$ cat config.mk
export PLATFORM = sky130hd
export DESIGN_NAME = send_mem_fsm
export DESIGN_NICKNAME = d
export VERILOG_FILES = /design/src/rtl/send_mem_fsm.sv
export SDC_FILE = /design/constraint.sdc
export NUM_CORES = 1
export LEC_CHECK = 0
export BUFFER_PORTS_ARGS = -buffer_cell sky130_fd_sc_hd__buf_2
export CAP_MARGIN = 10
export CELL_PAD_IN_SITES_DETAIL_PLACEMENT = 0
export CELL_PAD_IN_SITES_GLOBAL_PLACEMENT = 1
export CORE_MARGIN = 2
export CORE_UTILIZATION = 37
export DETAILED_ROUTE_END_ITERATION = 6
export GPL_TIMING_DRIVEN = 1
export PLACE_DENSITY_LB_ADDON = 0.1
export REMOVE_ABC_BUFFERS = 1
export SLEW_MARGIN = 20
export SYNTH_ARGS = -nofsm -noshare
export SYNTH_HDL_FRONTEND = slang
export SYNTH_SLANG_ARGS = --single-unit
$ cat constraint.sdc
create_clock -name clk -period 1.7 [get_ports clk]
set_input_delay 0.34 -clock clk [delete_from_list [all_inputs] [get_ports clk]]
set_output_delay 0.34 -clock clk [all_outputs]
set_load 0.05 [all_outputs]
$ cat src/rtl/send_mem_fsm.sv
// Debug-unit uploader: sends a word-count byte, then N memory words MSB byte first over UART TX.
// Latency: first data byte 3 cycles after the count byte's tx_done; 4 cycles between words.
// Backpressure: each byte waits for i_tx_done before the next tx_start; i_start is ignored while busy.
module send_mem_fsm #(
  parameter int UART_BITS = 8,
  parameter int ADDR_BITS = 10,
  parameter int DATA_BITS = 32
) (
  input  logic                 clk,
  input  logic                 rst,
  input  logic                 i_start,
  input  logic [ADDR_BITS-1:0] i_base_addr,
  input  logic [UART_BITS-1:0] i_word_count,
  input  logic [DATA_BITS-1:0] i_mem_data,
  input  logic                 i_tx_done,
  output logic [ADDR_BITS-1:0] o_mem_addr,
  output logic                 o_tx_start,
  output logic [UART_BITS-1:0] o_tx_data,
  output logic                 o_busy,
  output logic                 o_done
);

  localparam int BYTES = DATA_BITS / UART_BITS;
  localparam int BC_W  = (BYTES > 1) ? $clog2(BYTES) : 1;
  localparam logic [BC_W-1:0] LAST_BYTE = BC_W'(BYTES - 1);

  typedef enum logic [3:0] {
    IDLE,
    SEND_CNT,
    WAIT_CNT,
    READ_MEM,
    LATCH,
    SEND_BYTE,
    WAIT_BYTE,
    NEXT_WORD,
    FINISH
  } state_t;

  state_t               state, state_nxt;
  logic [ADDR_BITS-1:0] addr, addr_nxt;
  logic [UART_BITS-1:0] remaining, remaining_nxt;
  logic [DATA_BITS-1:0] shift, shift_nxt;
  logic [BC_W-1:0]      byte_cnt, byte_cnt_nxt;
  logic [UART_BITS-1:0] tx_data_q, tx_data_nxt;

  // State and datapath registers; reset wins over everything.
  always_ff @(posedge clk) begin
    if (rst) begin
      state     <= IDLE;
      addr      <= '0;
      remaining <= '0;
      shift     <= '0;
      byte_cnt  <= '0;
      tx_data_q <= '0;
    end else begin
      state     <= state_nxt;
      addr      <= addr_nxt;
      remaining <= remaining_nxt;
      shift     <= shift_nxt;
      byte_cnt  <= byte_cnt_nxt;
      tx_data_q <= tx_data_nxt;
    end
  end

  // Next-state, datapath updates and Moore-style outputs.
  always_comb begin
    state_nxt     = state;
    addr_nxt      = addr;
    remaining_nxt = remaining;
    shift_nxt     = shift;
    byte_cnt_nxt  = byte_cnt;
    tx_data_nxt   = tx_data_q;
    o_mem_addr    = '0;
    o_tx_start    = 1'b0;
    o_tx_data     = tx_data_q;  // last byte stays visible through wait states
    o_busy        = 1'b1;
    o_done        = 1'b0;

    case (state)
      IDLE: begin
        o_busy      = 1'b0;
        o_tx_data   = '0;
        tx_data_nxt = '0;
        if (i_start) begin
          addr_nxt      = i_base_addr;
          remaining_nxt = i_word_count;
          state_nxt     = SEND_CNT;
        end
      end
      SEND_CNT: begin
        o_tx_start  = 1'b1;
        o_tx_data   = remaining;
        tx_data_nxt = remaining;
        state_nxt   = WAIT_CNT;
      end
      WAIT_CNT: begin
        if (i_tx_done) begin
          // A zero count still reports the count byte but never touches memory.
          state_nxt = (remaining == '0) ? FINISH : READ_MEM;
        end
      end
      READ_MEM: begin
        o_mem_addr = addr;
        state_nxt  = LATCH;
      end
      LATCH: begin
        // Synchronous memory: data for the address presented in READ_MEM is valid now.
        o_mem_addr   = addr;
        shift_nxt    = i_mem_data;
        byte_cnt_nxt = '0;
        state_nxt    = SEND_BYTE;
      end
      SEND_BYTE: begin
        o_mem_addr  = addr;
        o_tx_start  = 1'b1;
        o_tx_data   = shift[DATA_BITS-1 -: UART_BITS];
        tx_data_nxt = shift[DATA_BITS-1 -: UART_BITS];
        state_nxt   = WAIT_BYTE;
      end
      WAIT_BYTE: begin
        o_mem_addr = addr;
        if (i_tx_done) begin
          shift_nxt    = shift << UART_BITS;
          byte_cnt_nxt = byte_cnt + BC_W'(1);
          state_nxt    = (byte_cnt == LAST_BYTE) ? NEXT_WORD : SEND_BYTE;
        end
      end
      NEXT_WORD: begin
        o_mem_addr    = addr;
        addr_nxt      = addr + ADDR_BITS'(1);  // wraps at the top of memory
        remaining_nxt = remaining - UART_BITS'(1);
        state_nxt     = (remaining == UART_BITS'(1)) ? FINISH : READ_MEM;
      end
      FINISH: begin
        o_done    = 1'b1;
        state_nxt = IDLE;
      end
      default: begin
        state_nxt = IDLE;
      end
    endcase
  end

endmodule
==> run metrics <==
Slew @ Worst Pin 425 ps; CP max stage delay 340 ps; final worst-path setup slack -499 ps; # DRC 0; cells along the critical path nor3b_4 -> buf_6 -> buf_4 -> a22o_1 -> a222oi_1 -> inv_1 -> buf_6; CP max stage cell dfxtp_2; antenna fix cells 0; VDD IR max around 560 uV; DP Area 0.00412 sq mm; number of hold buffers added after CTS 0; Power per Cell Area 1280 mW/mm^2; post-synthesis sequential area ratio 0.375; core area 0.00911 sq mm; most common flop cell mapped by yosys dfxtp_1; setup TNS -6100 ps; total wire length 9.39 mm; post-route ant nets 0; clk_lat worst skew 350 ps; Mapped Area 0.00342 sq mm; vias in the first global route 3108; area of the die 0.0100 sq mm; FFs w/ async S/R, synth 0; via/cell ratio 5.34; Vias approximately 3200; GR Overflow Total 0; maxcap violations 0; post-synthesis cell count 362; Final Skew approximately 11 ps; relative slew slack 0.717; drt first-iter violations 162; antenna violations before repair 0; HPWL after detailed placement 6.25 mm; Crit path max-delay family buffers and inverters; final RePlAce weighted congestion between 0.8 and 0.9; Min Hold Slack 234 ps; io pins 75; failing checks negative setup slack; WP buf/inv 4; area delta synth->final 40.6%; period utilization 1.29; register clock-pin slew on the reported worst setup and hold paths approximately 80 ps; CTS sink count 64; fmax 0.455 GHz; final setup fails 35; DR pass1 iterations 5; CP Class flip-flop to output pin; outcome complete, but fails checks; H-tree levels 3; CP Capture Type output pin; cell mode on critical path buf_6; final slew viol count 0; Critical Path AT 1860 ps; largest net degree at the start of global routing 63; count of different cell masters after synthesis 59; Mapped Avg Cell Area around 9.4 sq um; RSZ-0062 raised after global routing yes; initial core utilization 0.375; CP Launch Type flip-flop; final hold viol count 0; minimum clock period after layout 2200 ps; Post-synth EDFFs 0; Clock Path Buffers 2; die height 100 microns; Final #Nets 541; die width 100 microns; design area 0.00480 sq mm; IO buf count 74; wire per inst 15.7 microns; Clock Root Buffer clkbuf_8; total track usage 0.186; share of cells above drive strength 1 0.463; cell leakage power between 1.5 and 2 nW; first-pass GRT wire length roughly 15 mm; site row count 35; Num CTS Buffers 9; CTS tree done; FF+latch count, synth 64; HP Class input pin to flip-flop; CP max FO 5; YS warnings 0; Worst EP required 1360 ps
[worst register-to-register path, cell delays in order, from the launching register on]
cell and delay, ps:
dfxtp_4 360, buf_6 120, buf_12 140, nor4bb_4 290
buf_6 190, a21o_4 180, buf_12 150, nor2_2 50
a211oi_2 200
[metal layers]
metal  track usage  vias to the layer above  routed length, microns
met2         0.310                       82                    4570
met5             0                        -                       0
met4        0.0516                        0                      58
met1         0.237                     1504                    4260
li1              -                     1596                       -
met3        0.0515                        4                     496
[placed cells by master, fill, tap and decap left out, types with 3 or more instances in the layout]
master and count:
a222oi_1 7, mux2i_2 10, a31oi_1 5, buf_6 22
inv_1 14, nand2_1 14, o21ai_0 4, a22o_1 7
nand3_1 9, buf_4 53, buf_12 5, mux2i_1 14
ha_1 5, buf_2 53, or3_1 3, a21oi_2 3
clkbuf_8 9, a21oi_1 18, o211ai_1 6, a22oi_1 6
a211oi_2 24, nand4b_1 3, dfxtp_4 3, dfxtp_1 60
a22oi_2 5, a32oi_1 4, nor3_1 6, nor2_2 4
nor2_1 43, and2_1 9
[repair_timing]
| action | 4_1_cts | 5_1_grt |
|---|---|---|
| pin swaps | 10 | 33 |
| setup buffers | 16 | 9 |
| endpoints found under the setup margin | 57 | 69 |
| resized for setup | 58 | 46 |
| hold endpoints to repair | 0 | 0 |
| gates cloned | 0 | 3 |
[flip-flops by register name (all words and copies together) (netlist names)]
signal	count
addr	10
shift	32
byte_cnt	2
tx_data_q	8
state	4
remaining	8
[worst paths after layout]
| check | startpoint | to | slack (ps) | cells after the start |
|---|---|---|---|---|
| worst max-delay path | state[0] | o_tx_data[5] | -500 | 7 |
| worst max register to register | state[3] | shift[23] | -40 | 8 |
| worst min-delay path | i_mem_data[5] | shift[5] | 230 | 3 |
| worst min register to register | byte_cnt[0] | byte_cnt[0] | 480 | 2 |
[logic make-up (layout without fill, tap and decap cells)]
logic type               Yosys count  count (layout)  synth area share
flip-flops                        64              64             0.375
AO/OA/AOI/OAI                    106             107             0.265
AND/OR/NAND/NOR                  119             119             0.195
XOR/XNOR                           1               1           0.00256
buffers and inverters             43             166            0.0739
multiplexers                      24              24            0.0703
adder cells (fa/ha/maj)            5               5            0.0183
[cell type report]
class,count,area [sq um]
Timing Repair Buffer,136,1080
Inverter,15,57.6
Clock inverter,6,46.3
Sequential cell,64,1290
Multi-Input combinational cell,256,2070
Tap cell,111,139
Clock buffer,9,124
Fill cell,860,4300
[power breakdown]
group | internal (mW) | switching [mW]
logic | 1.41 | 1.54
registers | 1.76 | 0.267
clock network | 0.527 | 0.632
total | 3.69 | 2.44
[metrics by stage]
stage	instances	total power [mW]	util	worst slack [ps]
after detailed placement	563	4.39	0.452	-215
after floorplan	334	3.42	-	-2440
after global routing	597	6.53	0.527	-577
after global placement	563	4.36	0.452	-139
final	597	6.14	0.527	-499
after CTS	594	5.94	0.505	-481
[synth_stat cells (5+ instances only)]
| master | n | share of area |
|---|---|---|
| a211oi_2 | 24 | 0.088 |
| a21oi_1 | 20 | 0.029 |
| a222oi_1 | 7 | 0.020 |
| a22o_1 | 7 | 0.018 |
| a22oi_1 | 11 | 0.024 |
| a31oi_1 | 5 | 0.0092 |
| a32oi_1 | 5 | 0.013 |
| and2_1 | 10 | 0.018 |
| buf_4 | 7 | 0.015 |
| buf_6 | 8 | 0.026 |
| clkbuf_1 | 8 | 0.0088 |
| dfxtp_1 | 64 | 0.37 |
| ha_1 | 5 | 0.018 |
| inv_1 | 14 | 0.015 |
| mux2i_1 | 24 | 0.070 |
| nand2_1 | 15 | 0.016 |
| nand3_1 | 9 | 0.013 |
| nor2_1 | 48 | 0.053 |
| nor3_1 | 6 | 0.0088 |
| o211ai_1 | 6 | 0.013 |
(Power assumes the default switching activity.)
